### src/rtl/pwm_duty_ramp_pkg.sv
// Shared types and constants for the PWM duty ramp block.
// Latency: n/a (definitions only).
// Backpressure: n/a.
package pwm_duty_ramp_pkg;

  localparam int DUTY_W_DEF = 8;
  localparam int DIV_W_DEF  = 16;
  localparam int STEP_W     = 4;

  // Encoding 2'd3 is unused and is steered back to IDLE by the FSM.
  typedef enum logic [1:0] {
    ST_IDLE = 2'd0,
    ST_WAIT = 2'd1,
    ST_ARM  = 2'd2
  } state_t;

  // A zero step would stall the ramp forever, so it is promoted to 1.
  function automatic logic [STEP_W-1:0] norm_step(input logic [STEP_W-1:0] s);
    return (s == '0) ? STEP_W'(1) : s;
  endfunction

endpackage

### src/rtl/pwm_duty_ramp_if.sv
// Target-request channel: final duty plus ramp shape, valid/ready handshake.
// Latency: n/a (wires only).
// Backpressure: producer holds tgt_valid and payload until tgt_ready.
interface pwm_duty_ramp_if
  import pwm_duty_ramp_pkg::*;
#(
  parameter int DUTY_W = DUTY_W_DEF,
  parameter int DIV_W  = DIV_W_DEF
) ();

  logic [DUTY_W-1:0] tgt_duty;
  logic [STEP_W-1:0] step_size;
  logic [DIV_W-1:0]  step_div;
  logic              tgt_valid;
  logic              tgt_ready;

  modport master (
    output tgt_duty, step_size, step_div, tgt_valid,
    input  tgt_ready
  );

  modport slave (
    input  tgt_duty, step_size, step_div, tgt_valid,
    output tgt_ready
  );

endinterface

### src/rtl/pwm_ramp_prescaler.sv
// Step-interval prescaler: counts enabled clocks, flags when count hits the divisor.
// Latency: o_tc is combinational from the registered count.
// Backpressure: none; i_en low holds the count.
module pwm_ramp_prescaler #(
  parameter int DIV_W = 16
) (
  input  logic             i_clk,
  input  logic             i_rst,
  input  logic             i_clr,
  input  logic             i_en,
  input  logic [DIV_W-1:0] i_div,
  output logic             o_tc
);

  logic [DIV_W-1:0] r_cnt;

  // Counter with synchronous clear; clear wins over enable.
  always_ff @(posedge i_clk) begin
    if (i_rst || i_clr) begin
      r_cnt <= '0;
    end else if (i_en) begin
      r_cnt <= r_cnt + DIV_W'(1);
    end
  end

  assign o_tc = (r_cnt == i_div);

endmodule

### src/rtl/pwm_duty_ramp.sv
// Slews duty_out toward an accepted target in clamped steps, one step per PWM period tick.
// Latency: first duty change >= step_div+2 clocks after accept, plus wait for period_tick.
// Backpressure: tgt_ready only in IDLE with ena high; no retarget while a ramp runs.
module pwm_duty_ramp
  import pwm_duty_ramp_pkg::*;
#(
  parameter int DUTY_W = DUTY_W_DEF,
  parameter int DIV_W  = DIV_W_DEF
) (
  input  logic              clk,
  input  logic              rst_n,   // active-high synchronous reset, legacy name
  input  logic              ena,
  pwm_duty_ramp_if.slave    tgt_if,
  input  logic              period_tick,
  output logic [DUTY_W-1:0] duty_out,
  output logic              busy,
  output logic              done
);

  state_t            r_state;
  logic [DUTY_W-1:0] r_duty;
  logic [DUTY_W-1:0] r_tgt;
  logic [STEP_W-1:0] r_step;
  logic [DIV_W-1:0]  r_div;
  logic              r_busy;
  logic              r_done;

  logic              w_accept;
  logic              w_tc;
  logic              w_up;
  logic [DUTY_W:0]   w_sum;
  logic [DUTY_W:0]   w_diff;
  logic [DUTY_W-1:0] w_next_duty;

  assign tgt_if.tgt_ready = (r_state == ST_IDLE) && ena;
  assign w_accept         = tgt_if.tgt_valid && tgt_if.tgt_ready;

  // Count only in WAIT; park at zero elsewhere so every WAIT starts from 0.
  pwm_ramp_prescaler #(.DIV_W(DIV_W)) u_prescaler (
    .i_clk (clk),
    .i_rst (rst_n),
    .i_clr (ena && (r_state != ST_WAIT)),
    .i_en  (ena && (r_state == ST_WAIT)),
    .i_div (r_div),
    .o_tc  (w_tc)
  );

  // One extra bit catches carry past full scale and borrow past zero.
  assign w_up   = (r_tgt > r_duty);
  assign w_sum  = {1'b0, r_duty} + (DUTY_W+1)'(r_step);
  assign w_diff = {1'b0, r_duty} - (DUTY_W+1)'(r_step);

  // Next duty after one step, clamped so the ramp lands exactly on the target.
  always_comb begin
    w_next_duty = r_tgt;
    if (w_up) begin
      if (w_sum < {1'b0, r_tgt}) w_next_duty = w_sum[DUTY_W-1:0];
    end else begin
      if (!w_diff[DUTY_W] && (w_diff[DUTY_W-1:0] > r_tgt)) w_next_duty = w_diff[DUTY_W-1:0];
    end
  end

  // Ramp FSM with registered duty/busy/done; ena low freezes everything.
  always_ff @(posedge clk) begin
    if (rst_n) begin
      r_state <= ST_IDLE;
      r_duty  <= '0;
      r_tgt   <= '0;
      r_step  <= '0;
      r_div   <= '0;
      r_busy  <= 1'b0;
      r_done  <= 1'b0;
    end else begin
      r_done <= 1'b0;
      if (ena) begin
        case (r_state)
          ST_IDLE: begin
            if (w_accept) begin
              r_tgt  <= tgt_if.tgt_duty;
              r_step <= norm_step(tgt_if.step_size);
              r_div  <= tgt_if.step_div;
              if (tgt_if.tgt_duty == r_duty) begin
                r_done <= 1'b1;
              end else begin
                r_state <= ST_WAIT;
                r_busy  <= 1'b1;
              end
            end
          end
          ST_WAIT: begin
            if (w_tc) r_state <= ST_ARM;
          end
          ST_ARM: begin
            if (period_tick) begin
              r_duty <= w_next_duty;
              if (w_next_duty == r_tgt) begin
                r_state <= ST_IDLE;
                r_busy  <= 1'b0;
                r_done  <= 1'b1;
              end else begin
                r_state <= ST_WAIT;
              end
            end
          end
          default: begin
            r_state <= ST_IDLE;
            r_busy  <= 1'b0;
          end
        endcase
      end
    end
  end

  assign duty_out = r_duty;
  assign busy     = r_busy;
  assign done     = r_done;

endmodule

### src/flat_wrapper.sv
// flat-port wrapper written by rule: the top's interface ports become plain ports
module pwm_duty_ramp_flat import pwm_duty_ramp_pkg::*;
#(
  parameter int DUTY_W = DUTY_W_DEF,
  parameter int DIV_W  = DIV_W_DEF
)
  (clk, rst_n, ena, period_tick, duty_out, busy, done, tgt_if_tgt_duty, tgt_if_step_size, tgt_if_step_div, tgt_if_tgt_valid, tgt_if_tgt_ready);
  pwm_duty_ramp_if #(.DUTY_W(DUTY_W), .DIV_W(DIV_W)) tgt_if_i ();
  input  logic clk;
  input  logic rst_n;
  input  logic ena;
  input  logic period_tick;
  output logic [DUTY_W-1:0] duty_out;
  output logic busy;
  output logic done;
  input wire logic [$bits(tgt_if_i.tgt_duty)-1:0] tgt_if_tgt_duty;
  input wire logic [$bits(tgt_if_i.step_size)-1:0] tgt_if_step_size;
  input wire logic [$bits(tgt_if_i.step_div)-1:0] tgt_if_step_div;
  input wire logic [$bits(tgt_if_i.tgt_valid)-1:0] tgt_if_tgt_valid;
  output wire logic [$bits(tgt_if_i.tgt_ready)-1:0] tgt_if_tgt_ready;
  assign tgt_if_i.tgt_duty = tgt_if_tgt_duty;
  assign tgt_if_i.step_size = tgt_if_step_size;
  assign tgt_if_i.step_div = tgt_if_step_div;
  assign tgt_if_i.tgt_valid = tgt_if_tgt_valid;
  assign tgt_if_tgt_ready = tgt_if_i.tgt_ready;
  pwm_duty_ramp #(.DUTY_W(DUTY_W), .DIV_W(DIV_W)) u_core (.clk(clk), .rst_n(rst_n), .ena(ena), .tgt_if(tgt_if_i), .period_tick(period_tick), .duty_out(duty_out), .busy(busy), .done(done));
endmodule
### config.mk
export PLATFORM = sky130hd
export DESIGN_NAME = pwm_duty_ramp_flat
export DESIGN_NICKNAME = d
export VERILOG_FILES = /design/src/rtl/pwm_duty_ramp_pkg.sv /design/src/rtl/pwm_duty_ramp_if.sv /design/src/rtl/pwm_ramp_prescaler.sv /design/src/rtl/pwm_duty_ramp.sv /design/src/flat_wrapper.sv
export SDC_FILE = /design/constraint.sdc
export NUM_CORES = 1
export LEC_CHECK = 0
export BUFFER_PORTS_ARGS = -buffer_cell sky130_fd_sc_hd__buf_2
export CAP_MARGIN = 20
export CORE_UTILIZATION = 30
export DETAILED_ROUTE_END_ITERATION = 6
export PLACE_DENSITY = 0.52
export RECOVER_POWER = 100
export SLEW_MARGIN = 20
export SYNTH_ARGS = -nofsm -noshare
export SYNTH_HDL_FRONTEND = slang
export SYNTH_SLANG_ARGS = --single-unit
export TNS_END_PERCENT = 50
### constraint.sdc
create_clock -name clk -period 3.4 [get_ports clk]
set_clock_uncertainty 0.15 [all_clocks]
set_input_delay 0.34 -clock clk [delete_from_list [all_inputs] [get_ports clk]]
set_output_delay 0.34 -clock clk [all_outputs]
set_load 0.02 [all_outputs]
==> metrics.csv, run 1 <==
metric;value;unit
status;finished, violations left;
failing checks;negative setup slack;
Area Overhead vs Synth;32.67;%
Slowest cell on crit path;o31ai_4;
post-route ant nets;0;
final period utilization;102.5;%
H-tree depth;2;
maxcap violations;0;
worst hold path class;in2reg;
worst path buffer plus inverter count;2;
cell with the most instances after synthesis;nand2_1;
Post-synth EDFFs;0;
routed via count;3823;
unique cell type count in the Yosys netlist;64;
Starting Density;31.09;%
Residual DRC;0;
Routed WL;11820;um
GRT Overall Usage;18.34;%
Final HPWL DP;9271;um
Max Slew Vio Count;0;
Total Power;1.916;mW
crit-path leading delay family;compound AO/OA/AOI/OAI gates;
Core Region;12770;um^2
Antenna diodes;0;
largest net degree at the start of global routing;46;
CP startpoint kind;register;
top cells by area in the synthesized netlist;dfxtp_1 28%, ha_1 10%, xnor2_1 7.7%;
initial antenna violation count;0;
f_max;0.2870;GHz
Syn Inst Count;495;
layout cell share with drive strength beyond 1;28.02;%
chip height;117.1;um
Worst-Margin Slew;0.9944;ns
largest buffer count on any clock path;2;
nets;662;
Critical Path RT;3.41;ns
first-pass GRT wire length;19340;um
number of CTS-inserted buffers;5;
grt total ovfl;0;
routed vias/inst;4.978;
DR pass1 iterations;4;
GP Congestion;0.8906;
Most Frequent Cell on Critical Path;inv_2;
crit-path max FO;5;
fin util;41.25;%
post-synthesis async set-or-reset flop share;0;%
top cell type's share of synthesized area;28.23;%
Synth Net Count;562;
die area;13700;um^2
post-DR wirelength/cell;15.39;um
RSZ-0062 raised after global routing;true;
Worst setup EP type;register;
endpoints failing setup;8;
Post-synth top cells;76 x nand2_1, 56 x dfxtp_1, 46 x a21oi_1;
die width;117.1;um
worst path arrival time;3.49;ns
CTS tree;done;
Relative slew margins;33.55;%
cell breakdown of the critical path;inv_2 > ha_4 > inv_2 > fa_2 > a21o_1 > a21oi_4 > xnor2_1 > ha_1 > and4_1 > a21boi_4 > o31ai_4 > a211o_1 > nand3_2 > nor4_4 > a41oi_1;
Pwr Density;363.6;nW/um^2
sequential share of the synthesized area;28.23;%
number of DRC markers in iteration 0;177;
Rows;41;
average size of a mapped cell;8.023;um^2
worst setup margin;-0.08380;ns
Clock Latency Late Sink;0.29;ns
warning count from the yosys run;0;
cell accounting for the most synthesized area;dfxtp_1;
Synth Cell Area;3971;um^2
final hold vios;0;
Final min period;3.484;ns
vias in the first global route;3813;
Synth Flop Type;dfxtp_1;
peak supply drop;0.3563;mV
clk sink count;56;
critical setup path kind;reg2reg;
clock-pin slew on the worst setup and hold paths;0.07;ns
Yosys reg bits;56;
CP peak stage delay;0.39;ns
Root Buffer;clkbuf_16;
IO Pins;44;
IO Port Bufs;43;
Leak;2.185;nW
[tightest hold or removal path: stages]
cell and delay (ns):
buf_2 0.09, nand2_1 0.05, a21oi_1 0.05
[path summary, 6_finish.rpt]
path	start	end	slack, ns	cells after the start
worst max-delay path	u_core.duty_out[0]	u_core.busy	-0.08	15
worst min-delay path	tgt_if_step_div[4]	u_core.r_div[4]	0.13	3
worst max register to register	u_core.duty_out[0]	u_core.busy	-0.08	15
worst min register to register	u_core.r_div[7]	u_core.r_div[7]	0.32	2
[logic make-up after synthesis]
family	synth area share, %
and+or+nand+nor	22.21
AOI/OAI and AO/OA	18.75
xor gates and xnor gates	13.93
DFF	28.23
buffers and inverters	5.040
adders and majority gates	11.09
muxes	0.7562
[where the power goes]
group | leakage (nW) | switching [mW] | internal, mW
clock | 0.0857 | 0.239 | 0.352
combinational | 1.64 | 0.336 | 0.296
sequential | 0.459 | 0.0201 | 0.673
total | 2.19 | 0.595 | 1.32
[through the flow]
step                      setup TNS [ns]  setup slack [ns]  instance area, um^2  hold slack [ns]  instances
after floorplan                 -0.08778          -0.04750                 4043           0.2978        495
after global placement            -2.294           -0.3317                 4838           0.3073        751
after detailed placement          -2.483           -0.3273                 4838           0.3121        751
after CTS                        -0.1075          -0.07529                 5249           0.1224        766
after global routing              -2.302           -0.2626                 5269           0.1277        768
final                            -0.3180          -0.08380                 5269           0.1287        768
[layout make-up]
class / count / area [um^2]
inverter: 30 / 112.6
multi-input combinational: 389 / 2907
sequential: 56 / 1140
fill: 1315 / 7505
clock buffer: 5 / 125.1
timing repair buffer: 113 / 723.2
clock inverter: 3 / 46.29
tap: 172 / 215.2
[cells in the final DEF, fill, tap and decap left out, drive strengths merged, types with 3 or more instances in the layout]
cell and n:
buf 101, nand2 76, dfxtp 56, a21oi 48
xnor2 36, nor2 34, ha 32, inv 30
xor2 25, clkbuf 17, nand3 13, o21ai 12
nand4 8, nor3 7, and3 7, nor4 7
a21o 6, and4 5, nand2b 5, nor2b 5
a211oi 5, or3 5, o31ai 5, o211ai 4
and2 4, a211o 3, a31oi 3, o2111ai 3
a21boi 3, mux2i 3, a22oi 3, a221oi 3
[state kept, by name, indices dropped and copies added, names as in the netlist]
| register | count |
|---|---|
| u_core.r_div | 16 |
| u_core.r_state | 2 |
| u_core.busy | 1 |
| u_core.u_prescaler.r_cnt | 16 |
| u_core.r_step | 4 |
| u_core.done | 1 |
| u_core.r_tgt | 8 |
| u_core.duty_out | 8 |
[layer usage]
| metal | global-route usage [%] | vias to the layer above | share of wire, % |
|---|---|---|---|
| li1 | - | 1920 | - |
| met1 | 24.64 | 1837 | 48 |
| met2 | 31.12 | 60 | 48 |
| met3 | 2.472 | 6 | 3.1 |
| met4 | 4.304 | 0 | 0.85 |
| met5 | 0 | - | 0 |
[repair_timing]
item,CTS,global route
setup endpoints to repair,11,11
hold buffers,0,0
pin swaps,23,11
buffers inserted,8,2
gates resized for setup,37,8
Power figures use the tool's default switching activity.
==> run 2: changes to the inputs <==
- SKIP_LAST_GASP: unset -> 1
- SLEW_MARGIN: 20 -> unset
==> metrics.csv, run 2 (synthesis gave the netlist of run 1 again) <==
metric;value;unit;change
status;finished, violations left;;
failing checks;negative setup slack;;
worst setup margin;-0.08851;ns;-0.004709 ns
Starting Density;31.09;%;unchanged
H-tree depth;2;;unchanged
Worst-Margin Slew;0.9930;ns;-0.001375 ns
Antenna diodes;0;;unchanged
Leak;2.178;nW;-0.33%
largest net degree at the start of global routing;46;;unchanged
peak supply drop;0.3561;mV;about the same
f_max;0.2867;GHz;-0.13%
chip height;117.1;um;unchanged
Worst setup EP type;register;;
final std cells w/o fill;768;;unchanged
routed via count;3817;;-0.16%
Area Overhead vs Synth;32.48;%;
crit-path max FO;5;;unchanged
worst path buffer plus inverter count;2;;unchanged
final hold vios;0;;unchanged
Hold Path Depth;3;;unchanged
critical setup path kind;reg2reg;;
nets;662;;unchanged
vias in the first global route;3825;;+0.31%
grt total ovfl;0;;unchanged
Max Slew Vio Count;0;;unchanged
Rows;41;;unchanged
CP peak stage delay;0.39;ns;about the same
initial antenna violation count;0;;unchanged
Hold EP;u_core.r_div[4];;
Clock Latency Late Sink;0.30;ns;about the same
Final HPWL DP;9271;um;unchanged
GP Congestion;0.8906;;unchanged
number of CTS-inserted buffers;5;;unchanged
Pwr Density;362.5;nW/um^2;-0.32%
Residual DRC;0;;unchanged
critical path depth in cells;15;;unchanged
reg2reg path depth;15;;unchanged
endpoints failing setup;9;;+1
Relative slew margins;33.64;%;+0.092 points
clock-pin slew on the worst setup and hold paths;0.07;ns;about the same
post-route ant nets;0;;unchanged
post-DR wirelength/cell;15.37;um;-0.11%
dpl cells;751;;unchanged
die area;13700;um^2;unchanged
Final min period;3.489;ns;+0.004709 ns
largest buffer count on any clock path;2;;unchanged
final period utilization;102.6;%;+0.14 points
Critical Path RT;3.41;ns;about the same
most frequent cells in the layout;76 x nand2_1, 66 x buf_4, 49 x dfxtp_1, 44 x a21oi_1, 35 x buf_2;;
die width;117.1;um;unchanged
hold path start;tgt_if_step_div[4];;
CP startpoint kind;register;;
Routed WL;11800;um;-0.11%
final instance area;5261;um^2;-0.14%
Core Region;12770;um^2;unchanged
cell breakdown of the critical path;inv_2 > ha_4 > inv_2 > fa_2 > a21o_1 > a21oi_4 > xnor2_1 > ha_1 > and4_1 > a21boi_4 > o31ai_4 > a211o_1 > nand3_2 > nor4_4 > a41oi_1;;
hold buffer count at cts;0;;unchanged
layout cell share with drive strength beyond 1;27.85;%;-0.17 points
first-pass GRT wire length;19370;um;+0.14%
worst path arrival time;3.50;ns;about the same
Slowest cell on crit path;o31ai_4;;
IO Port Bufs;43;;unchanged
Fillers;1313;;-0.15%
RSZ-0062 raised after global routing;true;;
reg2reg start;u_core.duty_out[0];;
number of DRC markers in iteration 0;185;;+4.5%
crit-path leading delay family;compound AO/OA/AOI/OAI gates;;
GRT Overall Usage;18.35;%;about the same
worst hold path class;in2reg;;
DR pass1 iterations;4;;unchanged
Most Frequent Cell on Critical Path;inv_2;;
Worst R2R End;u_core.busy;;
Root Buffer;clkbuf_16;;
IO Pins;44;;unchanged
FF-to-FF setup slack;-0.09;ns;about the same
commonest non-fill, non-tap cell in the layout;nand2_1;;
dpl cell area;4838;um^2;unchanged
routed vias/inst;4.970;;-0.16%
clk sink count;56;;unchanged
maxcap violations;0;;unchanged
CTS tree;done;;
top flop regs;u_core.r_div: 16 flops, u_core.u_prescaler.r_cnt: 16 flops;;
[run 2: cell types whose count changed in the layout (fill, tap and decap cells not counted), sizes merged]
cell | before | now
buf | 101 | 102
clkbuf | 17 | 16
[run 2: repair_timing]
item / in CTS / in global routing
pin swaps: 21 / 12
gates resized for setup: 34 / 6
setup endpoints to repair: 11 / 11
buffers inserted: 8 / 2
[run 2: tightest hold or removal path: stages]
cell and delay [ns]:
buf_2 0.09, nand2_1 0.05, a21oi_1 0.05
[run 2: how the worst max path moves through the flow]
stage                        from  slack [ns]            endpoint
2_1_floorplan  u_core.duty_out[2]       -0.05  u_core.duty_out[7]
3_3_place_gp   u_core.duty_out[0]       -0.33  u_core.duty_out[2]
3_5_place_dp   u_core.duty_out[0]       -0.33  u_core.duty_out[2]
4_1_cts        u_core.duty_out[0]       -0.08         u_core.busy
5_1_grt        u_core.duty_out[0]       -0.26         u_core.busy
6_report       u_core.duty_out[0]       -0.09         u_core.busy
[run 2: layer usage]
metal  track usage [%]  part of all wire (%)  routed length [um]  vias up
met3             2.472                   2.4                 285       10
met5                 0                     0                   0        -
met1             24.77                    49                5766     1838
met2             31.01                    48                5614       49
met4             4.304                   1.2                 137        0
li1                  -                     -                   -     1920
[run 2: power by group]
group / switching, mW / internal, mW
sequential: 0.0201 / 0.673
combinational: 0.331 / 0.292
clock: 0.240 / 0.352
[run 2: layout make-up]
cell class	instances	area (um^2)	area share, %
multi-input combinational	389	2895	55.03
sequential	56	1140	21.66
timing repair buffer	113	726.9	13.82
tap	172	215.2	4.090
clock buffer	5	125.1	2.378
inverter	30	112.6	2.140
clock inverter	3	46.29	0.8799
[run 2: per-stage QoR]
step	total power, mW	hold WS, ns	utilization (%)	TNS, ns	setup WS, ns
after floorplan	1.047	0.2978	-	-0.08778	-0.04750
after global placement	1.249	0.3073	37.88	-2.294	-0.3317
after detailed placement	1.259	0.3121	37.88	-2.483	-0.3273
after CTS	1.908	0.1224	40.93	-0.1997	-0.07530
after global routing	2.011	0.1277	41.19	-2.363	-0.2592
final	1.907	0.1273	41.19	-0.3954	-0.08851
==> run 3: changes to the inputs <==
- BUFFER_PORTS_ARGS: -buffer_cell sky130_fd_sc_hd__buf_2 -> unset
- DONT_BUFFER_PORTS: unset -> 1
- PLACE_DENSITY: 0.52 -> 0.49
- RECOVER_POWER: 100 -> 50
==> metrics.csv, run 3 (synthesis gave the netlist of run 1 again) <==
metric;value;unit;change
status;finished, violations left;;
failing checks;negative setup slack;;
f_max;0.2839;GHz;-0.96%
maxcap violations;0;;unchanged
Relative slew margins;53.12;%;+19 points
Rows;41;;unchanged
Critical Path RT;3.42;ns;about the same
largest net degree at the start of global routing;39;;-15%
IO Port Bufs;0;;-100%
clock-pin slew on the worst setup and hold paths;0.07;ns;about the same
post-DR wirelength/cell;16.26;um;+5.8%
RSZ-0062 raised after global routing;true;;
Final HPWL DP;8900;um;-4.0%
Pwr Density;366.8;nW/um^2;+1.2%
Fillers;1327;;+1.1%
final hold slack;0.01320;ns;-0.1141 ns
top flop regs;u_core.r_div: 16 flops, u_core.u_prescaler.r_cnt: 16 flops;;
largest buffer count on any clock path;2;;unchanged
CP startpoint kind;register;;
initial antenna violation count;0;;unchanged
Residual DRC;0;;unchanged
most frequent cells in the layout;75 x nand2_1, 59 x buf_4, 50 x dfxtp_1, 43 x a21oi_1, 31 x nor2_1;;
worst hold path class;in2reg;;
routed via count;3585;;-6.1%
Total Power;1.847;mW;-3.2%
layout cell share with drive strength beyond 1;23.18;%;-4.7 points
cell breakdown of the critical path;inv_2 > ha_4 > buf_4 > nand2b_1 > a211oi_2 > o2111ai_1 > ha_1 > a211oi_1 > nor2_1 > o31a_1 > o2111ai_2 > o31ai_2 > buf_4 > nor4_4 > a41oi_1;;
clk sink count;56;;unchanged
endpoints failing setup;8;;-1
commonest non-fill, non-tap cell in the layout;nand2_1;;
Most Frequent Cell on Critical Path;buf_4;;
final period utilization;103.6;%;+0.99 points
Starting Density;31.09;%;unchanged
Worst-Margin Slew;0.7007;ns;-0.2924 ns
Area Overhead vs Synth;26.75;%;
Root Buffer;clkbuf_16;;
Core Region;12770;um^2;unchanged
post-route ant nets;0;;unchanged
vias in the first global route;3581;;-6.4%
worst path arrival time;3.54;ns;+0.04 ns
IO Pins;44;;unchanged
Clock Latency Late Sink;0.30;ns;about the same
final hold vios;0;;unchanged
die area;13700;um^2;unchanged
GP Congestion;0.8921;;+0.17%
Slowest cell on crit path;ha_1;;
Routed WL;11700;um;-0.84%
CTS tree;done;;
final std cells w/o fill;720;;-6.3%
nets;614;;-7.3%
Leak;2.013;nW;-7.6%
number of CTS-inserted buffers;5;;unchanged
dpl cells;704;;-6.3%
DR pass1 iterations;4;;unchanged
crit-path max FO;3;;-2
Antenna diodes;0;;unchanged
worst setup margin;-0.1222;ns;-0.03365 ns
grt total ovfl;0;;unchanged
number of DRC markers in iteration 0;137;;-26%
chip height;117.1;um;unchanged
die width;117.1;um;unchanged
Worst setup EP type;register;;
Final min period;3.522;ns;+0.03365 ns
GRT Overall Usage;18.25;%;-0.10 points
critical setup path kind;reg2reg;;
routed vias/inst;4.979;;+0.18%
peak supply drop;0.2753;mV;-23%
CP peak stage delay;0.38;ns;about the same
Max Slew Vio Count;0;;unchanged
first-pass GRT wire length;18900;um;-2.4%
H-tree depth;2;;unchanged
==> run 3: cell count changes in the layout (fill, tap and decap cells not counted), moves of 2 or more <==
cell	before	now
buf_4	66	59
clkbuf_1	10	1
o21ai_0	10	8
buf_2	35	0
buf_6	1	4
a21oi_2	2	4
==> run 3: worst max-delay path: cells and delay by family, from the launching register on <==
kind | cells | cell delay (ns)
and+or+nand+nor | 3 | 0.58
AOI/OAI and AO/OA | 7 | 1.43
adders and majority gates | 2 | 0.53
DFF | 1 | 0.36
buffers and inverters | 3 | 0.32
==> run 3: where the power goes <==
part	internal (mW)	leakage, nW	switching, mW	total [mW]
logic	0.299	1.48	0.328	0.628
clock network	0.276	0.0712	0.248	0.524
registers	0.673	0.458	0.0222	0.695
==> run 3: cell type report <==
type	count	area (um^2)	share of cell area, %
clock buffer	6	128.9	2.560
clock inverter	2	13.76	0.2734
inverter	30	112.6	2.237
multi-input combinational	389	2909	57.79
sequential	56	1136	22.57
tap	172	215.2	4.275
timing repair buffer	65	518.0	10.29
==> run 3: final timing paths <==
kind              slack [ns]                start                to  cells after the start
setup / recovery       -0.12   u_core.duty_out[0]       u_core.busy                     15
hold / removal          0.01  tgt_if_step_div[15]  u_core.r_div[15]                      2
setup reg to reg       -0.12   u_core.duty_out[0]       u_core.busy                     15
hold reg to reg         0.32      u_core.r_div[8]   u_core.r_div[8]                      2
==> run 3: routing by layer <==
metal,GRT usage [%],vias up,wire length [um]
met5,0,-,0
met3,2.523,23,460
li1,-,1825,-
met2,29.59,62,5328
met4,7.173,0,305
met1,24.51,1675,5609
==> run 3: timing repair <==
item                                   in CTS  in global routing
endpoints found under the hold margin      38                  0
hold buffers                                2                  0
gates resized for setup                    33                 12
setup endpoints to repair                  11                 11
pin swaps                                  22                  5
buffers inserted                            4                  2
==> run 3: through the flow <==
step           area (um^2)  utilization (%)   TNS, ns  setup slack, ns
2_1_floorplan         4043                -  -0.08778         -0.04750
3_3_place_gp          4593            35.96    -2.268          -0.4100
3_5_place_dp          4593            35.96    -2.222          -0.3652
4_1_cts               4971            38.92   -0.4297          -0.1415
5_1_grt               5034            39.41    -2.263          -0.2808
6_report              5034            39.41   -0.6938          -0.1222
